==> config.mk <==
export PLATFORM = sky130hd
export DESIGN_NAME = hs32_mem_arbiter
export DESIGN_NICKNAME = d
export VERILOG_FILES = /design/src/rtl/hs32_mem_arbiter.sv
export SDC_FILE = /design/constraint.sdc
export NUM_CORES = 1
export LEC_CHECK = 0
export ABC_AREA = 1
export CORE_UTILIZATION = 35
export CTS_CLUSTER_DIAMETER = 150
export DETAILED_ROUTE_END_ITERATION = 7
export PLACE_DENSITY = 0.82
export SETUP_SLACK_MARGIN = 0.2
export SYNTH_ARGS = -nofsm -noshare
export SYNTH_HDL_FRONTEND = slang
export SYNTH_SLANG_ARGS = --single-unit
==> constraint.sdc <==
create_clock -name clk -period 1.4 [get_ports clk]
set_input_delay 0.28 -clock clk [delete_from_list [all_inputs] [get_ports clk]]
set_output_delay 0.28 -clock clk [all_outputs]
set_load 0.05 [all_outputs]
==> src/rtl/hs32_mem_arbiter.sv <==
// hs32 memory arbiter: shares one external memory port between the fetch unit
// (read-only) and the execute unit (read/write). Execute has fixed priority; a
// starvation counter guarantees fetch progress. Flush suppresses fetch delivery.
module hs32_mem_arbiter #(
    parameter int unsigned STARVE_LIMIT = 3,
    parameter int unsigned SBITS        = 2
) (
    input  logic        clk,
    input  logic        reset_n,
    // fetch side
    input  logic [31:0] f_addr,
    input  logic        f_reqm,
    output logic [31:0] f_dtr,
    output logic        f_ackm,
    // execute side
    input  logic [31:0] x_addr,
    input  logic [31:0] x_dtw,
    input  logic        x_rw,
    input  logic        x_reqm,
    output logic [31:0] x_dtr,
    output logic        x_ackm,
    // pipeline flush
    input  logic        flush,
    // memory side
    output logic [31:0] m_addr,
    output logic [31:0] m_dtw,
    output logic        m_rw,
    output logic        m_req,
    input  logic [31:0] m_dtr,
    input  logic        m_ack
);

    typedef enum logic [1:0] {IDLE, BUSY, RESP} state_t;
    typedef enum logic [1:0] {OWN_NONE, OWN_F, OWN_X} owner_t;

    localparam logic [SBITS-1:0] LIMIT = SBITS'(STARVE_LIMIT);

    state_t           state;
    owner_t           owner;
    logic [SBITS-1:0] starve_cnt;
    logic [31:0]      rdata;
    logic             f_ack_q;
    logic             x_ack_q;
    logic             kill;

    logic f_ok;
    logic at_limit;
    logic grant_f;
    logic grant_x;

    // Arbitration decision for the IDLE cycle; flush blocks a fetch grant.
    always_comb begin
        f_ok     = f_reqm && !flush;
        at_limit = (starve_cnt == LIMIT);
        grant_f  = f_ok && (!x_reqm || at_limit);
        grant_x  = x_reqm && !grant_f;
    end

    // Transaction FSM with registered memory-side and response outputs.
    always_ff @(posedge clk or negedge reset_n) begin
        if (!reset_n) begin
            state      <= IDLE;
            owner      <= OWN_NONE;
            starve_cnt <= '0;
            rdata      <= '0;
            f_ack_q    <= 1'b0;
            x_ack_q    <= 1'b0;
            kill       <= 1'b0;
            m_addr     <= '0;
            m_dtw      <= '0;
            m_rw       <= 1'b0;
            m_req      <= 1'b0;
        end else begin
            case (state)
                IDLE: begin
                    if (grant_f) begin
                        m_addr     <= f_addr;
                        m_dtw      <= '0;
                        m_rw       <= 1'b0;
                        m_req      <= 1'b1;
                        owner      <= OWN_F;
                        starve_cnt <= '0;
                        kill       <= 1'b0;
                        state      <= BUSY;
                    end else if (grant_x) begin
                        m_addr <= x_addr;
                        m_dtw  <= x_dtw;
                        m_rw   <= x_rw;
                        m_req  <= 1'b1;
                        owner  <= OWN_X;
                        state  <= BUSY;
                        // Count execute wins only while fetch is actually waiting.
                        if (f_ok) begin
                            starve_cnt <= at_limit ? starve_cnt : starve_cnt + SBITS'(1);
                        end else if (!f_reqm) begin
                            starve_cnt <= '0;
                        end
                    end
                end
                BUSY: begin
                    if (flush && owner == OWN_F) begin
                        kill <= 1'b1;
                    end
                    if (m_ack) begin
                        rdata   <= m_dtr;
                        m_req   <= 1'b0;
                        f_ack_q <= (owner == OWN_F) && !kill && !flush;
                        x_ack_q <= (owner == OWN_X);
                        state   <= RESP;
                    end
                end
                RESP: begin
                    f_ack_q <= 1'b0;
                    x_ack_q <= 1'b0;
                    kill    <= 1'b0;
                    owner   <= OWN_NONE;
                    state   <= IDLE;
                end
                default: begin
                    state <= IDLE;
                end
            endcase
        end
    end

    // A flush landing in the response cycle still discards the fetch result.
    assign f_ackm = f_ack_q && !flush;
    assign x_ackm = x_ack_q;
    assign f_dtr  = rdata;
    assign x_dtr  = rdata;

endmodule

Word-level counts from Yosys, hierarchy flattened

Index checks and enable logic that the tools add are counted.

Bits in registers: 107
Bits of input ports: 135
Output and inout port bits: 132

Add/sub/neg operators: 1
Equal/unequal tests: 11
Multiplexer cells: 29
Reduce and logical (&&, ||, !) cells: 26

Operators by type and width:

| cell                | number |
|---|---|
| $mux 32             | 4 |
| $mux 2              | 10 |
| $reduce_and 2->1    | 5 |
| $mux 1              | 9 |
| $pmux 2 s2          | 2 |
| $reduce_bool 2->1   | 4 |
| $logic_and 1x1->1   | 7 |
| $eq 2x2->1 const B  | 3 |
| $ne 2x2->1 const B  | 3 |
| $pmux 1 s2          | 3 |
| $reduce_and 3->1    | 2 |
| $eq 2x1->1 const B  | 2 |
| $logic_not 1->1     | 4 |
| $reduce_and 4->1    | 1 |
| $ne 3x1->1 const B  | 1 |
| $ne 3x2->1 const B  | 1 |
| $ne 3x3->1 const B  | 1 |
| $pmux 1 s3          | 1 |
| $reduce_bool 3->1   | 1 |
| $add 2x1->2 const B | 1 |
| $logic_not 2->1     | 1 |
| $logic_or 1x1->1    | 1 |

Longest topological paths before layout

Gate-level depths: netlist of run 1.

Depth after elaboration: 8
Depth in mapped cells: 9

Worst setup path before layout of run 1

No wires, ideal clock.

Path kind: register to register
From: reg starve_cnt[0]
To: reg m_dtw[27]
Setup time: 0.083 ns
Arrival time: 1.269 ns
Path slack: 0.049 ns
Cell stages (with the launch flop): 9
Path buffers: 2
Clock period less this slack: 1.351 ns
Path through: dfrtp_1 -> ha_1 -> inv_1 -> nand2_1 -> nand2_2 -> buf_4 -> buf_6 -> nand2_1 -> o21ai_0

Cells in the longest elaborated chain, start to end: 7

Ends and longest elaborated chain:

| what                               | line | text |
|---|---|---|
| from (decl)                        | 40   | `logic [SBITS-1:0] starve_cnt;` |
| from (signal assigned)             | 94   | `starve_cnt <= at_limit ? starve_cnt : starve_cnt + SBITS'(1);` |
| $eq 2x2->1 *                       | 54   | `at_limit = (starve_cnt == LIMIT);` |
| $logic_or 1x1->1 *                 | 55   | `grant_f = f_ok && (!x_reqm \|\| at_limit);` |
| $logic_and 1x1->1 *                | 55   |  |
| $logic_not 1->1                    | 56   | `grant_x = x_reqm && !grant_f;` |
| $logic_and 1x1->1                  | 56   |  |
| $reduce_bool 2->1 (no source line) | n/a  |  |
| $reduce_and 2->1 (no source line)  | n/a  |  |
| to (signal assigned)               | 87   | `m_dtw <= x_dtw;` |
| to (decl)                          | 26   | `output logic [31:0] m_dtw,` |

Every way passes the cells marked *; elsewhere a longest branch is shown, timed or not.
A chain may end at the register's enable or synchronous reset.

Worst setup path in the final report of run 1

From: reg state[1]
To: reg m_dtw[30]

Cells in the longest elaborated chain, start to end: 2

Ends and longest elaborated chain:

| what                              | line | text |
|---|---|---|
| from (decl)                       | 38   | `state_t state;` |
| from (signal assigned)            | 62   | `state <= IDLE;` |
| from (signal assigned)            | 84   | `state <= BUSY;` |
| from (signal assigned)            | 91   | `state <= BUSY;` |
| $logic_not 2->1                   | 74   | `case (state)` |
| $reduce_and 2->1 (no source line) | n/a  |  |

Every way passes these cells.

==> results of run 1 <==
==> worst max path at each step <==
stage               slack [ns]                      to                       from
floorplan                 0.17   m_dtw[27]$_DFFE_PN0P_  starve_cnt[0]$_DFFE_PN0P_
global placement         -0.22   m_dtw[11]$_DFFE_PN0P_                     f_reqm
CTS                       0.05  m_addr[19]$_DFFE_PN0P_  starve_cnt[0]$_DFFE_PN0P_
detailed placement       -0.25   m_dtw[30]$_DFFE_PN0P_                      flush
finish                    0.03   m_dtw[30]$_DFFE_PN0P_       state[1]$_DFFE_PN0P_
global route             -0.05   m_dtw[26]$_DFFE_PN0P_  starve_cnt[0]$_DFFE_PN0P_
==> report_power, final <==
part           switching [uW]  total, uW  internal (uW)
clock network            1150       2530           1380
logic                   10300      20300           9930
registers                2040       6640           4600
==> per-layer routing <==
layer	global-route usage (%)	part of all wire (%)	wire length [um]	vias to the layer above
met5	0	0	0	-
met4	8.951	3.1	621	0
met3	6.038	6.5	1292	36
met2	46.08	53	10490	234
met1	30.58	37	7334	2522
li1	-	-	-	2485
==> cell families after synthesis <==
logic type / Yosys count
buffers and inverters: 79
and+or+nand+nor: 388
adders and majority gates: 1
AOI/OAI and AO/OA: 38
DFF: 107
==> layout by cell type, fill, tap and decap left out, drive strengths merged <==
master,synthesis,final
o31ai,1,1
clkdlybuf4s50,0,132
ha,1,1
a21oi,1,1
inv,13,12
dlygate4sd2,0,1
nand3,41,41
nor2,7,7
o21ai,36,36
buf,60,222
clkinvlp,0,3
dlygate4sd3,0,1
clkbuf,6,15
nand3b,3,3
nand2,337,338
bufinv,0,1
clkinv,0,1
dfrtp,107,107
==> sequential cells by signal (all words and copies together) (netlist names) <==
signal / cells
f_ack_q: 1
f_dtr: 32
kill: 1
m_addr: 32
m_dtw: 32
m_req: 1
m_rw: 1
owner: 2
starve_cnt: 2
state: 2
x_ackm: 1
==> critical path, delay by kind of cell (launching register included) <==
| kind | cells | cell delay, ns |
|---|---|---|
| AOI/OAI and AO/OA | 1 | 0.16 |
| buffers and inverters | 2 | 0.36 |
| DFF | 1 | 0.45 |
| and+or+nand+nor | 2 | 0.31 |
==> through the flow <==
step	instance area (sq um)	std cells	utilization [%]	setup TNS [ns]	total power (uW)
after floorplan	4933	613	-	0	14400
after global placement	9049	1017	67.26	-13.36	23240
after detailed placement	9049	1017	67.26	-15.33	23650
after CTS	9988	1057	74.25	0	27700
after global routing	10820	1099	80.45	-0.4961	30530
final	10820	1099	80.45	0	29430
==> repair_timing <==
item,4_1_cts,5_1_grt
cloned,12,4
resized for setup,106,155
hold endpoints to repair,67,0
hold buffers,1,0
setup endpoints to repair,227,238
pin swaps,9,45
setup buffers,12,38
==> final cells by class <==
type	count	area share (%)
flip-flops and latches	107	25.13
clock inverters	4	0.4855
well taps	176	2.035
multi-input cells	428	21.48
clock buffers	11	2.150
inverters	13	0.5665
repair buffers	360	48.15
==> summary.md, run 1 <==
| Metric | Value |
|---|---|
| Outcome | `completed` |
| Largest net degree at the start of global routing | `68` |
| Worst stage delay on the critical path | `0.45 ns` |
| Crit Path Category | `flop to flop` |
| Max-slew violation count | `0` |
| CTS buffer count | `9` |
| Final net count | `1055` |
| Cell Area, Synth | `4916 sq um` |
| Most instantiated library cell after synthesis | `nand2_1` |
| Hold Path End | `kill$_DFFE_PN0P_` |
| Leading post-synthesis cells by cell area | `dfrtp_1 (54%), nand2_1 (25%), buf_4 (6.1%)` |
| Clock root buffer master | `clkbuf_16` |
| Clk_lat worst skew | `0.34 ns` |
| Hold Vio Cnt, Final | `0` |
| First-pass GRT wire length | `28700 um` |
| Startpoint types | `flop` |
| Fillers | `808` |
| Pre-Repair DR Iteration Count | `7` |
| Distinct cell type count after synthesis | `19` |
| Residual DRC count | `0` |
| Register area | `2720 sq um` |
| Mux share of post-synthesis cell area | `0%` |
| Worst-Margin Slew | `0.5452 ns` |
| Core area | `13450 sq um` |
| Area delta synth->final | `120.2%` |
| Vias | `5277` |
| Area of the multi-input gates | `2325 sq um` |
| Fraction of layout cells with a size suffix above 1 | `43.55%` |
| Syn Area/Cell | `8.020 sq um` |
| Hold Worst Slack | `0.4745 ns` |
| Routed Antenna Nets | `0` |
| Dpl hpwl | `12270 um` |
| Clk sinks | `107` |
| R2R setup slack | `0.03 ns` |
| Sequential cell area fraction in the yosys report | `54.47%` |
| Rows | `42` |
| Final wirelength | `19740 um` |
| Fmax | `0.7283 GHz` |
| Syn Nets | `749` |
| Leak Pwr | `0.005296 uW` |
| Compound-Gate Fraction of Synth Area | `3.996%` |
| Hold crit path type | `flop to flop` |
| Fin crit period | `1.373 ns` |
| Die Height | `120.5 um` |
| Critical Path Slowest Stage Cell | `dfrtp_2` |
| Synth async-reset ratio | `100.0%` |
| IO Port Bufs | `266` |
| Worst R2R End | `m_dtw[30]$_DFFE_PN0P_` |
| Relative slew slack | `63.65%` |
| Tot GR Track Use | `25.94%` |
| Clock Skews | `0.01245 ns` |
| Reg clk slew, reported paths | `0.07 ns` |
| Initial DRC Count | `231` |
| Synthesis Warnings | `0` |
| Largest area contributor in the netlist | `dfrtp_1` |
| Nature of the critical path endpoint | `flop` |
| CP Max Fanout | `8` |
| Gpl congestion | `0.8000` |
| Grt total ovfl | `0` |
| Post-Synth Simple-Gate Area | `31.31%` |
| Vias in the first global route | `5267` |
| Die footprint | `14520 sq um` |
| # diodes | `0` |
| Cell chain of the critical path | `nor2_4 -> buf_6 -> nand2_8 -> clkbuf_16 -> o21ai_2` |
| Top FF cell, synth | `dfrtp_1` |
| Register-to-Register Path Depth | `5` |
| Peak VDD IR | `0.001582 V` |
| DR WL/cell | `17.96 um` |
| Antenna violations before repair | `0` |
| Top cell type's share of synthesized area | `54.47%` |
| HP Start | `kill$_DFFE_PN0P_` |
| Crit path required time | `1.66 ns` |
| XOR/XNOR Fraction of Synth Area | `0%` |
| Worst Path Arrival | `1.63 ns` |
| Adder-cell area share of the yosys netlist | `0.2545%` |
| Worst r2r src | `state[1]$_DFFE_PN0P_` |
| Number of I/O pins | `267` |
| DP Worst Slack | `-0.2500 ns` |
| Hold Crit Depth | `2` |
| Initial core utilization | `36.54%` |
| Post-synth top cells | `nand2_1 (333), dfrtp_1 (107), nand3_1 (41)` |
| Setup ws final | `0.02687 ns` |
| CTS tree | `done` |
| Number of synthesized register bits | `107` |
| Vias per inst | `4.802` |
| EDFF count, synth | `0` |
| Largest family of logic cells by synthesized area | `simple AND/OR/NAND/NOR gates` |
| Fin crit share | `98.08%` |
| Final setup fails | `0` |
| H-Tree Depth | `3` |
| Power Density | `2720 nW/um^2` |
| Maximum buffer depth of the clock tree | `2` |
| Die span in x | `120.5 um` |
| Cells after Synth | `613` |
| MaxCap Viol Count | `0` |
| RSZ-0062 raised after global routing | `yes` |
(Power assumes the default switching activity.)
==> run 2: changes to the inputs <==
Settings changed: CORE_AREA set to 2 2 105 107, CORE_UTILIZATION 35 to unset, DIE_AREA set to 0 0 107 109, DONT_BUFFER_PORTS set to 1, PLACE_DENSITY 0.82 to 0.7.
==> run 2 against run 1 <==
Compared with the run above: the run now ends with hold timing left; total power fell by 33%; first-iteration DRC count rose by 3.5%; combinational power fell by 56%; critical path type unchanged; critical endpoint is now f_dtr[1]$_DFFE_PN0P_; largest power group is now registers.
==> summary.md, run 2 (same netlist as run 1, synthesis figures left out) <==
| Metric | Value |
|---|---|
| Outcome | `complete, but fails checks` |
| Failing checks | `hold timing` |
| Die span in x | `107 um (-11%)` |
| Crit path required time | `1.65 ns (about the same)` |
| Relative slew slack | `78.85% (+15 points)` |
| Number of I/O pins | `267 (unchanged)` |
| Most frequent cells in the layout | `nand2_1 (316), dfrtp_2 (68), nand3_1 (40)` |
| Clock Skews | `0.01073 ns (-0.001726 ns)` |
| Clock root buffer master | `clkbuf_8` |
| Post-route cell area | `6316 sq um (-42%)` |
| Initial core utilization | `46.37% (+9.8 points)` |
| Reg power frac | `45.8% (+23 points)` |
| Hold crit path type | `input pin to asynchronous set/reset pin` |
| Area of the multi-input gates | `1866 sq um (-20%)` |
| CTS buffer count | `9 (unchanged)` |
| CP Max Fanout | `6 (-2)` |
| Power Density | `3136 nW/um^2 (+15%)` |
| Vias per inst | `5.224 (+8.8%)` |
| Final net count | `769 (-27%)` |
| Gpl congestion | `0.7767 (-2.9%)` |
| Largest net degree at the start of global routing | `108 (+59%)` |
| Vias in the first global route | `3803 (-28%)` |
| Internal cell power | `8684 uW (-45%)` |
| CTS tree | `done` |
| Clock share of power | `9.0% (+0.4 points)` |
| Die footprint | `11660 sq um (-20%)` |
| Pre-Repair DR Iteration Count | `4 (-3)` |
| Hold Worst Slack | `-0.4088 ns (-0.8833 ns)` |
| Startpoint types | `flop` |
| DR WL/cell | `17.62 um (-1.9%)` |
| DP Worst Slack | `-0.01165 ns (+0.2384 ns)` |
| Die Height | `109 um (-9.6%)` |
| Tot GR Track Use | `20.74% (-5.2 points)` |
| Design Power | `19810 uW (-33%)` |
| Hold Vio Cnt, Final | `107 (+107)` |
| Placed inst area | `5110 sq um (-44%)` |
| Max-slew violation count | `0 (unchanged)` |
| Reg clk slew, reported paths | `0.11 ns (+0.04 ns)` |
| Met2 Routed Length | `7090 um (-32%)` |
| Switching Share | `56.16% (+10 points)` |
| Grt total ovfl | `0 (unchanged)` |
| Top Metal Used | `met4` |
| RSZ-0062 raised after global routing | `yes` |
| Clk_lat worst skew | `0.36 ns (+0.02 ns)` |
| Setup ws final | `0.05009 ns (+0.02322 ns)` |
| Final wirelength | `13690 um (-31%)` |
| Routed Antenna Nets | `0 (unchanged)` |
| H-Tree Depth | `3 (unchanged)` |
| Dpl hpwl | `8277 um (-33%)` |
| Clk sinks | `107 (unchanged)` |
| Cts-stage hold buffer count | `1 (unchanged)` |
| Core area | `10600 sq um (-21%)` |
| Fmax | `0.7408 GHz (+1.7%)` |
| Most common cell after layout, fill and taps aside | `nand2_1` |
| Fin crit share | `96.42% (-1.7 points)` |
| Initial DRC Count | `239 (+3.5%)` |
| Net load switching power | `11120 uW (-18%)` |
| IO Port Bufs | `0 (-100%)` |
| Fin crit period | `1.350 ns (-0.02322 ns)` |
| Finished Core Util | `59.57% (-21 points)` |
| Final setup fails | `0 (unchanged)` |
| Area delta synth->final | `28.48%` |
| MaxCap Viol Count | `0 (unchanged)` |
| Metal3 WL | `950 um (-26%)` |
| # diodes | `0 (unchanged)` |
| Worst Path Arrival | `1.60 ns (-0.03 ns)` |
| Leak Pwr | `0.003195 uW (-40%)` |
| Residual DRC count | `0 (unchanged)` |
| Worst-Margin Slew | `0.3169 ns (-0.2283 ns)` |
| Peak VDD IR | `0.001614 V (+2.0%)` |
| Comb pwr share | `45.2% (-24 points)` |
| First-pass GRT wire length | `18620 um (-35%)` |
| Antenna violations before repair | `0 (unchanged)` |
| Maximum buffer depth of the clock tree | `2 (unchanged)` |
| Register area | `2763 sq um (+1.6%)` |
| Rows | `38 (-9.5%)` |
| Fillers | `862 (+6.7%)` |
| Nature of the critical path endpoint | `flop` |
| Vias | `4059 (-23%)` |
| Crit Path Category | `flop to flop` |
| Fraction of layout cells with a size suffix above 1 | `29.98% (-14 points)` |
| Met1 WL | `5204 um (-29%)` |
[run 2: worst max-delay path, stage by stage, from the launching register on]
cell and delay [ns]:
dfrtp_1 0.44, buf_6 0.14, inv_4 0.05, nor2_4 0.04, nand2_4 0.13, inv_8 0.07, buf_12 0.12, buf_16 0.12
nand2_1 0.06, nand2_1 0.06
[run 2: path summary, 6_finish.rpt]
| kind | startpoint | end | slack (ns) | cells past startpoint |
|---|---|---|---|---|
| max | state[0]$_DFFE_PN0P_ | f_dtr[1]$_DFFE_PN0P_ | 0.05 | 9 |
| max in group asynchronous | reset_n | m_addr[7]$_DFFE_PN0P_ | 1.65 | 0 |
| max reg2reg | state[0]$_DFFE_PN0P_ | f_dtr[1]$_DFFE_PN0P_ | 0.05 | 9 |
| min | reset_n | m_dtw[25]$_DFFE_PN0P_ | -0.41 | 0 |
| min in group clk | m_dtr[29] | f_dtr[29]$_DFFE_PN0P_ | 0.03 | 2 |
| min reg2reg | kill$_DFFE_PN0P_ | kill$_DFFE_PN0P_ | 0.49 | 2 |
[run 2: repair_timing]
item / CTS / global route
gates resized for setup: 161 / 56
setup endpoints to repair: 237 / 223
cloned: 2 / 10
setup buffers: 4 / 10
pin swaps: 2 / 11
endpoints found under the hold margin: 108 / 107
[run 2: cell type report]
class	count	share of cell area, %
clock inverter	5	0.7330
sequential	107	43.74
clock buffer	10	2.021
multi-input combinational	427	29.54
inverter	13	0.9311
tap	140	2.773
timing repair buffer	75	20.27
[run 2: metrics by stage]
step	TNS, ns	cells
finish	0	777
global route	-0.01285	777
CTS	0	757
detailed placement	-0.01165	735
global placement	0	735
floorplan	0	613
[run 2: layer usage]
metal / vias to the layer above / track usage, %
li1: 1900 / -
met5: - / 0
met2: 210 / 35.90
met4: 0 / 10.67
met1: 1910 / 23.47
met3: 39 / 5.858
[run 2: power by group through the flow]
stage / sequential [uW] / clock (uW) / combinational [uW]
after floorplan: 10100 / 0 / 4350
after global placement: 8630 / 0 / 6590
after detailed placement: 8660 / 0 / 6750
after CTS: 9010 / 1810 / 7740
after global routing: 9230 / 1920 / 9530
final: 9080 / 1780 / 8950
